--- src/rtl/ghr_ckpt_ctrl.sv ---
// Global branch history controller: speculative/architectural GHR with a circular
// per-branch checkpoint buffer. Optional GHR_STATS_EN adds mispredict/flush counters.
module ghr_ckpt_ctrl #(
    parameter int W     = 32,
    parameter int DEPTH = 8,
    parameter int TAG_W = 3
) (
    input  logic             clk,
    input  logic             reset,
    input  logic             pred_valid,
    input  logic             pred_taken,
    output logic             pred_ready,
    output logic [TAG_W-1:0] pred_tag,
    input  logic             res_valid,
    input  logic [TAG_W-1:0] res_tag,
    input  logic             res_mispredict,
    input  logic             res_taken,
    input  logic             retire_valid,
    input  logic             retire_taken,
    input  logic             flush,
`ifdef GHR_STATS_EN
    output logic [31:0]      mispredict_cnt,
    output logic [31:0]      flush_cnt,
`endif
    output logic [W-1:0]     spec_hist,
    output logic [W-1:0]     arch_hist
);

    localparam int PW = TAG_W + 1;

    typedef enum logic [0:0] {
        RUN     = 1'b0,
        RECOVER = 1'b1
    } state_t;

    state_t           state_r, state_nxt_s;
    logic [PW-1:0]    head_r, tail_r;
    logic [PW-1:0]    head_nxt_s, tail_nxt_s;
    logic [PW-1:0]    count_s, res_pos_s;
    logic [TAG_W-1:0] res_off_s;
    logic [W-1:0]     spec_hist_r, arch_hist_r;
    logic [W-1:0]     spec_nxt_s, arch_nxt_s;
    logic [W-1:0]     ckpt_r [DEPTH];
    logic             full_s, res_in_flight_s, mis_s, retire_s, accept_s, ready_s;

    // Offset of a tag from the oldest in-flight entry, modulo the buffer depth.
    function automatic logic [TAG_W-1:0] tag_offset(input logic [TAG_W-1:0] tag,
                                                    input logic [TAG_W-1:0] head_idx);
        return tag - head_idx;
    endfunction

    assign count_s         = tail_r - head_r;
    assign full_s          = (count_s == PW'(DEPTH));
    assign res_off_s       = tag_offset(res_tag, head_r[TAG_W-1:0]);
    assign res_in_flight_s = ({1'b0, res_off_s} < count_s);
    assign res_pos_s       = head_r + {1'b0, res_off_s};
    assign mis_s           = res_valid & res_mispredict & res_in_flight_s;
    assign retire_s        = retire_valid & (count_s != {PW{1'b0}});
    assign accept_s        = pred_valid & ready_s & ~flush & ~mis_s;

    assign pred_ready = ready_s;
    assign pred_tag   = tail_r[TAG_W-1:0];
    assign spec_hist  = spec_hist_r;
    assign arch_hist  = arch_hist_r;

    // Readiness is a function of registered state only (no retire bypass).
    always_comb begin
        ready_s = 1'b0;
        case (state_r)
            RUN:     ready_s = ~full_s;
            RECOVER: ready_s = 1'b0;
            default: ready_s = 1'b0;
        endcase
    end

    // Retire path: always processed, feeds the flush restore value.
    always_comb begin
        arch_nxt_s = arch_hist_r;
        head_nxt_s = head_r;
        if (retire_s) begin
            arch_nxt_s = {arch_hist_r[W-2:0], retire_taken};
            head_nxt_s = head_r + {{(PW-1){1'b0}}, 1'b1};
        end else begin
            arch_nxt_s = arch_hist_r;
            head_nxt_s = head_r;
        end
    end

    // Speculative path and FSM: flush > mispredict > accept.
    always_comb begin
        spec_nxt_s  = spec_hist_r;
        tail_nxt_s  = tail_r;
        state_nxt_s = RUN;
        if (flush) begin
            spec_nxt_s  = arch_nxt_s;
            tail_nxt_s  = head_nxt_s;
            state_nxt_s = RECOVER;
        end else if (mis_s) begin
            spec_nxt_s  = {ckpt_r[res_tag][W-2:0], res_taken};
            tail_nxt_s  = res_pos_s + {{(PW-1){1'b0}}, 1'b1};
            state_nxt_s = RECOVER;
        end else if (accept_s) begin
            spec_nxt_s  = {spec_hist_r[W-2:0], pred_taken};
            tail_nxt_s  = tail_r + {{(PW-1){1'b0}}, 1'b1};
            state_nxt_s = RUN;
        end else begin
            spec_nxt_s  = spec_hist_r;
            tail_nxt_s  = tail_r;
            state_nxt_s = RUN;
        end
    end

    // State, pointer and history registers.
    always_ff @(posedge clk) begin
        if (reset) begin
            state_r     <= RUN;
            head_r      <= {PW{1'b0}};
            tail_r      <= {PW{1'b0}};
            spec_hist_r <= {W{1'b0}};
            arch_hist_r <= {W{1'b0}};
        end else begin
            state_r     <= state_nxt_s;
            head_r      <= head_nxt_s;
            tail_r      <= tail_nxt_s;
            spec_hist_r <= spec_nxt_s;
            arch_hist_r <= arch_nxt_s;
        end
    end

    // Checkpoint buffer captures pre-shift history for each accepted branch.
    always_ff @(posedge clk) begin
        if (reset) begin
            for (int i = 0; i < DEPTH; i++) begin
                ckpt_r[i] <= {W{1'b0}};
            end
        end else if (accept_s) begin
            ckpt_r[tail_r[TAG_W-1:0]] <= spec_hist_r;
        end
    end

`ifdef GHR_STATS_EN
    logic [31:0] mis_cnt_r, flush_cnt_r;

    // Event counters; a mispredict shadowed by a flush is not counted.
    always_ff @(posedge clk) begin
        if (reset) begin
            mis_cnt_r   <= 32'd0;
            flush_cnt_r <= 32'd0;
        end else begin
            if (mis_s && !flush) begin
                mis_cnt_r <= mis_cnt_r + 32'd1;
            end
            if (flush) begin
                flush_cnt_r <= flush_cnt_r + 32'd1;
            end
        end
    end

    assign mispredict_cnt = mis_cnt_r;
    assign flush_cnt      = flush_cnt_r;
`endif

endmodule
--- config.mk ---
export PLATFORM = sky130hd
export DESIGN_NAME = ghr_ckpt_ctrl
export DESIGN_NICKNAME = d
export VERILOG_FILES = /design/src/rtl/ghr_ckpt_ctrl.sv
export SDC_FILE = /design/constraint.sdc
export NUM_CORES = 1
export LEC_CHECK = 0
export BUFFER_PORTS_ARGS = -buffer_cell sky130_fd_sc_hd__buf_2
export CORE_MARGIN = 2
export CORE_UTILIZATION = 53
export CTS_CLUSTER_DIAMETER = 30
export CTS_CLUSTER_SIZE = 25
export DETAILED_ROUTE_END_ITERATION = 10
export PLACE_DENSITY = 0.71
export SYNTH_ARGS = -nofsm -noshare
export SYNTH_HDL_FRONTEND = slang
export SYNTH_SLANG_ARGS = --single-unit
--- constraint.sdc ---
create_clock -name clk -period 3.8 [get_ports clk]
set_clock_uncertainty 0.1 [all_clocks]
set_input_delay 0.19 -clock clk [delete_from_list [all_inputs] [get_ports clk]]
set_output_delay 0.19 -clock clk [all_outputs]
set_load 0.01 [all_outputs]
==> impl_results.rst <==
.. list-table::
   :header-rows: 1

   * - Metric
     - Value
   * - Data arrival time of the critical path
     - 3.70 ns
   * - Post-synthesis compound-gate area fraction
     - 0.0604
   * - CP Launch Type
     - flop
   * - Tightest slew margin relative to the limit
     - 0.347
   * - Router iterations before antenna repair
     - 5
   * - Maximum clock rate
     - 276 MHz
   * - Final hold violation count
     - 0
   * - HPWL after DPL
     - 20500 um
   * - Global-route wire length before repair
     - 57100 um
   * - Total of warnings raised by yosys
     - 0
   * - Post-route non-filler standard cell count
     - 1658
   * - Starting density of the core
     - 0.534
   * - Ys async rst share
     - 0
   * - Clock root cell
     - clkbuf_16
   * - Finish-stage setup viols
     - 0
   * - Path type of the worst setup path
     - reg -> reg
   * - IO Port Bufs
     - 80
   * - Synthesized netlist cell count
     - 1126
   * - Vias in the first global route
     - 9960
   * - Average routed wire per standard cell
     - 22.1 um
   * - Total leakage power
     - 0.00769 uW
   * - Iteration-0 DRC Markers
     - 745
   * - Area share of and/or/nand/nor cells after synthesis
     - 0.167
   * - Area of the placeable core
     - 0.0285 mm^2
   * - Critical path data required time
     - 3.87 ns
   * - Max IR drop VDD
     - 0.384 mV
   * - Power Density
     - 665 mW/mm^2
   * - Post-synth design cell area
     - 0.0152 mm^2
   * - Register bit count reported by yosys
     - 321
   * - Classification of the worst-slack hold path
     - in -> reg
   * - Post-synth EDFFs
     - 248
   * - Dominant combinational cell family by area after synthesis
     - simple AND/OR/NAND/NOR gates
   * - Fraction of layout cells with a size suffix above 1
     - 0.243
   * - Outcome
     - finished clean
   * - Site Rows
     - 62
   * - Inserted Diodes
     - 0
   * - Minimum clock period after layout
     - 3.62 ns
   * - Number of distinct library cells after synthesis
     - 56
   * - Final Max Tran Viols
     - 0
   * - Max Cap Viol
     - 0
   * - Via count of the routed design
     - 9640
   * - Share of cell area taken by muxes after synthesis
     - 0.136
   * - Unrepaired setup endpoints after global routing
     - no
   * - Overall overflow remaining after global route
     - 0
   * - Peak fanout along the critical path
     - 31
   * - Die Y
     - 173 um
   * - Clock insertion delay at the later pin of the skew report
     - 0.55 ns
   * - Most used flip-flop cell after synthesis
     - edfxtp_1
   * - Share of the synthesized netlist area taken by xor and xnor gates
     - 0.00781
   * - Leading cell type in the layout, fill and taps excluded
     - and2_1
   * - Gr usage total
     - 0.247
   * - Routed vias/inst
     - 5.81
   * - Max Root-Sink Buffers
     - 3
   * - Fraction of the cycle the final worst path needs
     - 0.953
   * - Average instance area after synthesis
     - 13.5 um^2
   * - Clock-pin slew reported for the worst setup and hold paths after clock tree synthesis
     - 0.05 ns
   * - Highest-count cells in the layout ignoring fill and taps
     - and2_1 (249), edfxtp_1 (248), buf_2 (78)
   * - Count of boundary I/O pins
     - 81
   * - Total CTS buffers
     - 68
   * - Global placement routability congestion
     - 0.772
   * - Proportion of synthesized chip area in sequential cells
     - 0.586
   * - Post-synth net total
     - 1152
   * - Maximum number of pins on one net before global-route repair
     - 74
   * - Final ANT Viol Nets
     - 0
   * - Deepest level of the CTS H-tree
     - 3
   * - Area Growth Syn to Fin
     - 20.7%
   * - Placed Cells
     - 1527
   * - Total die area
     - 0.0301 mm^2
   * - CTS tree
     - done
   * - Final sum of negative setup slack
     - 0 ns
   * - DRT Wirelength
     - 36600 um
   * - DRC viols
     - 0
   * - Synthesized-area fraction occupied by adder cells
     - 0.0122
   * - CTS Sinks
     - 321
   * - Post-CTS setup-driven buffer insertion count
     - 0
   * - Horizontal die dimension
     - 173 um
   * - Slew @ Worst Pin
     - 0.980 ns
   * - Layout Nets
     - 1245
   * - Crit. End Element
     - flop
   * - Initial antenna violation count
     - 0
[cells in the mapped netlist, types with 2 or more instances]
cell type	n	area share
a211oi_1	32	0.016
a21o_1	3	0.0015
a21oi_1	38	0.013
and2_1	249	0.10
and3_1	31	0.013
and3b_1	2	0.0012
buf_2	29	0.0095
buf_4	4	0.0020
buf_6	5	0.0037
clkbuf_1	53	0.013
dfxtp_1	73	0.096
edfxtp_1	248	0.49
fa_1	3	0.0039
ha_1	10	0.0082
inv_1	11	0.0027
mux2i_1	64	0.042
mux4_2	62	0.092
nand2_1	2	0.00049
nand2b_1	2	0.00082
nand3_1	5	0.0016
nand3b_1	3	0.0015
nand4_1	2	0.00082
nor2_1	74	0.018
nor2b_1	33	0.014
nor3_1	2	0.00066
nor4_2	2	0.0016
nor4b_2	4	0.0039
o211a_1	32	0.021
o21a_1	2	0.00099
o21ai_0	2	0.00066
o311ai_0	2	0.0012
or2_2	8	0.0033
or3_1	2	0.00082
xnor2_1	8	0.0046
xor2_1	3	0.0017
[flip-flops by register name, indices dropped and copies added, names as in the netlist]
name	count
arch_hist	32
state_r	1
spec_hist	32
ckpt_r	248
head_r	4
tail_r	4
[final cells by class]
class,count,area (um^2)
fillers,2064,10100
flip-flops and latches,321,8910
multi-input cells,703,5920
clock buffers,79,1840
repair buffers,114,723
well taps,384,480
clock inverters,46,448
inverters,11,41.3
[critical path, cell delays in order, from the launching register on]
cell       delay, ns
dfxtp_1         0.44
ha_1            0.24
inv_1           0.06
fa_1            0.47
inv_1           0.07
ha_1            0.27
o21a_1          0.13
or3_1           0.12
o2111ai_2       0.16
and3_4          0.32
nor4b_4         0.30
or2_4           0.55
[final timing paths]
| path | start | slack (ns) | depth (start not counted) | to |
|---|---|---|---|---|
| worst max-delay path | head_r[0]$_SDFF_PP0_ | 0.18 | 11 | ckpt_r[3][19]$_SDFFCE_PN0P_ |
| worst min-delay path | retire_valid | 0.05 | 4 | head_r[3]$_SDFF_PP0_ |
| worst max register to register | head_r[0]$_SDFF_PP0_ | 0.18 | 11 | ckpt_r[3][19]$_SDFFCE_PN0P_ |
| worst min register to register | arch_hist[5]$_SDFF_PP0_ | 0.44 | 2 | arch_hist[5]$_SDFF_PP0_ |
[metal layers]
| layer | share of wire | up-vias | GRT usage |
|---|---|---|---|
| li1 | - | 4353 | - |
| met1 | 0.42 | 4890 | 0.327 |
| met2 | 0.49 | 325 | 0.416 |
| met3 | 0.059 | 72 | 0.0406 |
| met4 | 0.025 | 0 | 0.0879 |
| met5 | 0 | - | 0 |
[metrics by stage]
step	total power [uW]	worst slack (ns)	cell area (um^2)	hold slack, ns	utilization
3_3_place_gp	6420	0.276	16000	0.351	0.563
6_report	12200	0.178	18400	0.0521	0.645
5_1_grt	12600	0.0161	18400	0.0876	0.645
4_1_cts	12300	0.199	18400	0.0369	0.645
2_1_floorplan	5730	0.00573	15200	0.253	-
3_5_place_dp	6450	0.215	16000	0.356	0.563
[cells by family (layout without fill, tap and decap cells)]
family	after synthesis	count (layout)
muxes	128	128
AOI/OAI and AO/OA	122	122
adders and majority gates	13	13
and+or+nand+nor	427	428
xor gates and xnor gates	12	12
DFF	321	321
buffers and inverters	103	250
[repair_timing]
item | in CTS | in global routing
hold buffers | 5 | 0
endpoints found under the hold margin | 3 | 0
gates resized for setup | 0 | 1
setup endpoints to repair | 0 | 17
[power by group]
group	leakage [uW]	internal (uW)	total [uW]	switching (uW)
registers	0.00316	4020	4270	255
clock network	0.00112	3880	5810	1930
logic	0.00341	887	2140	1250
total	0.00769	8780	12200	3430
Power figures use the tool's default switching activity.
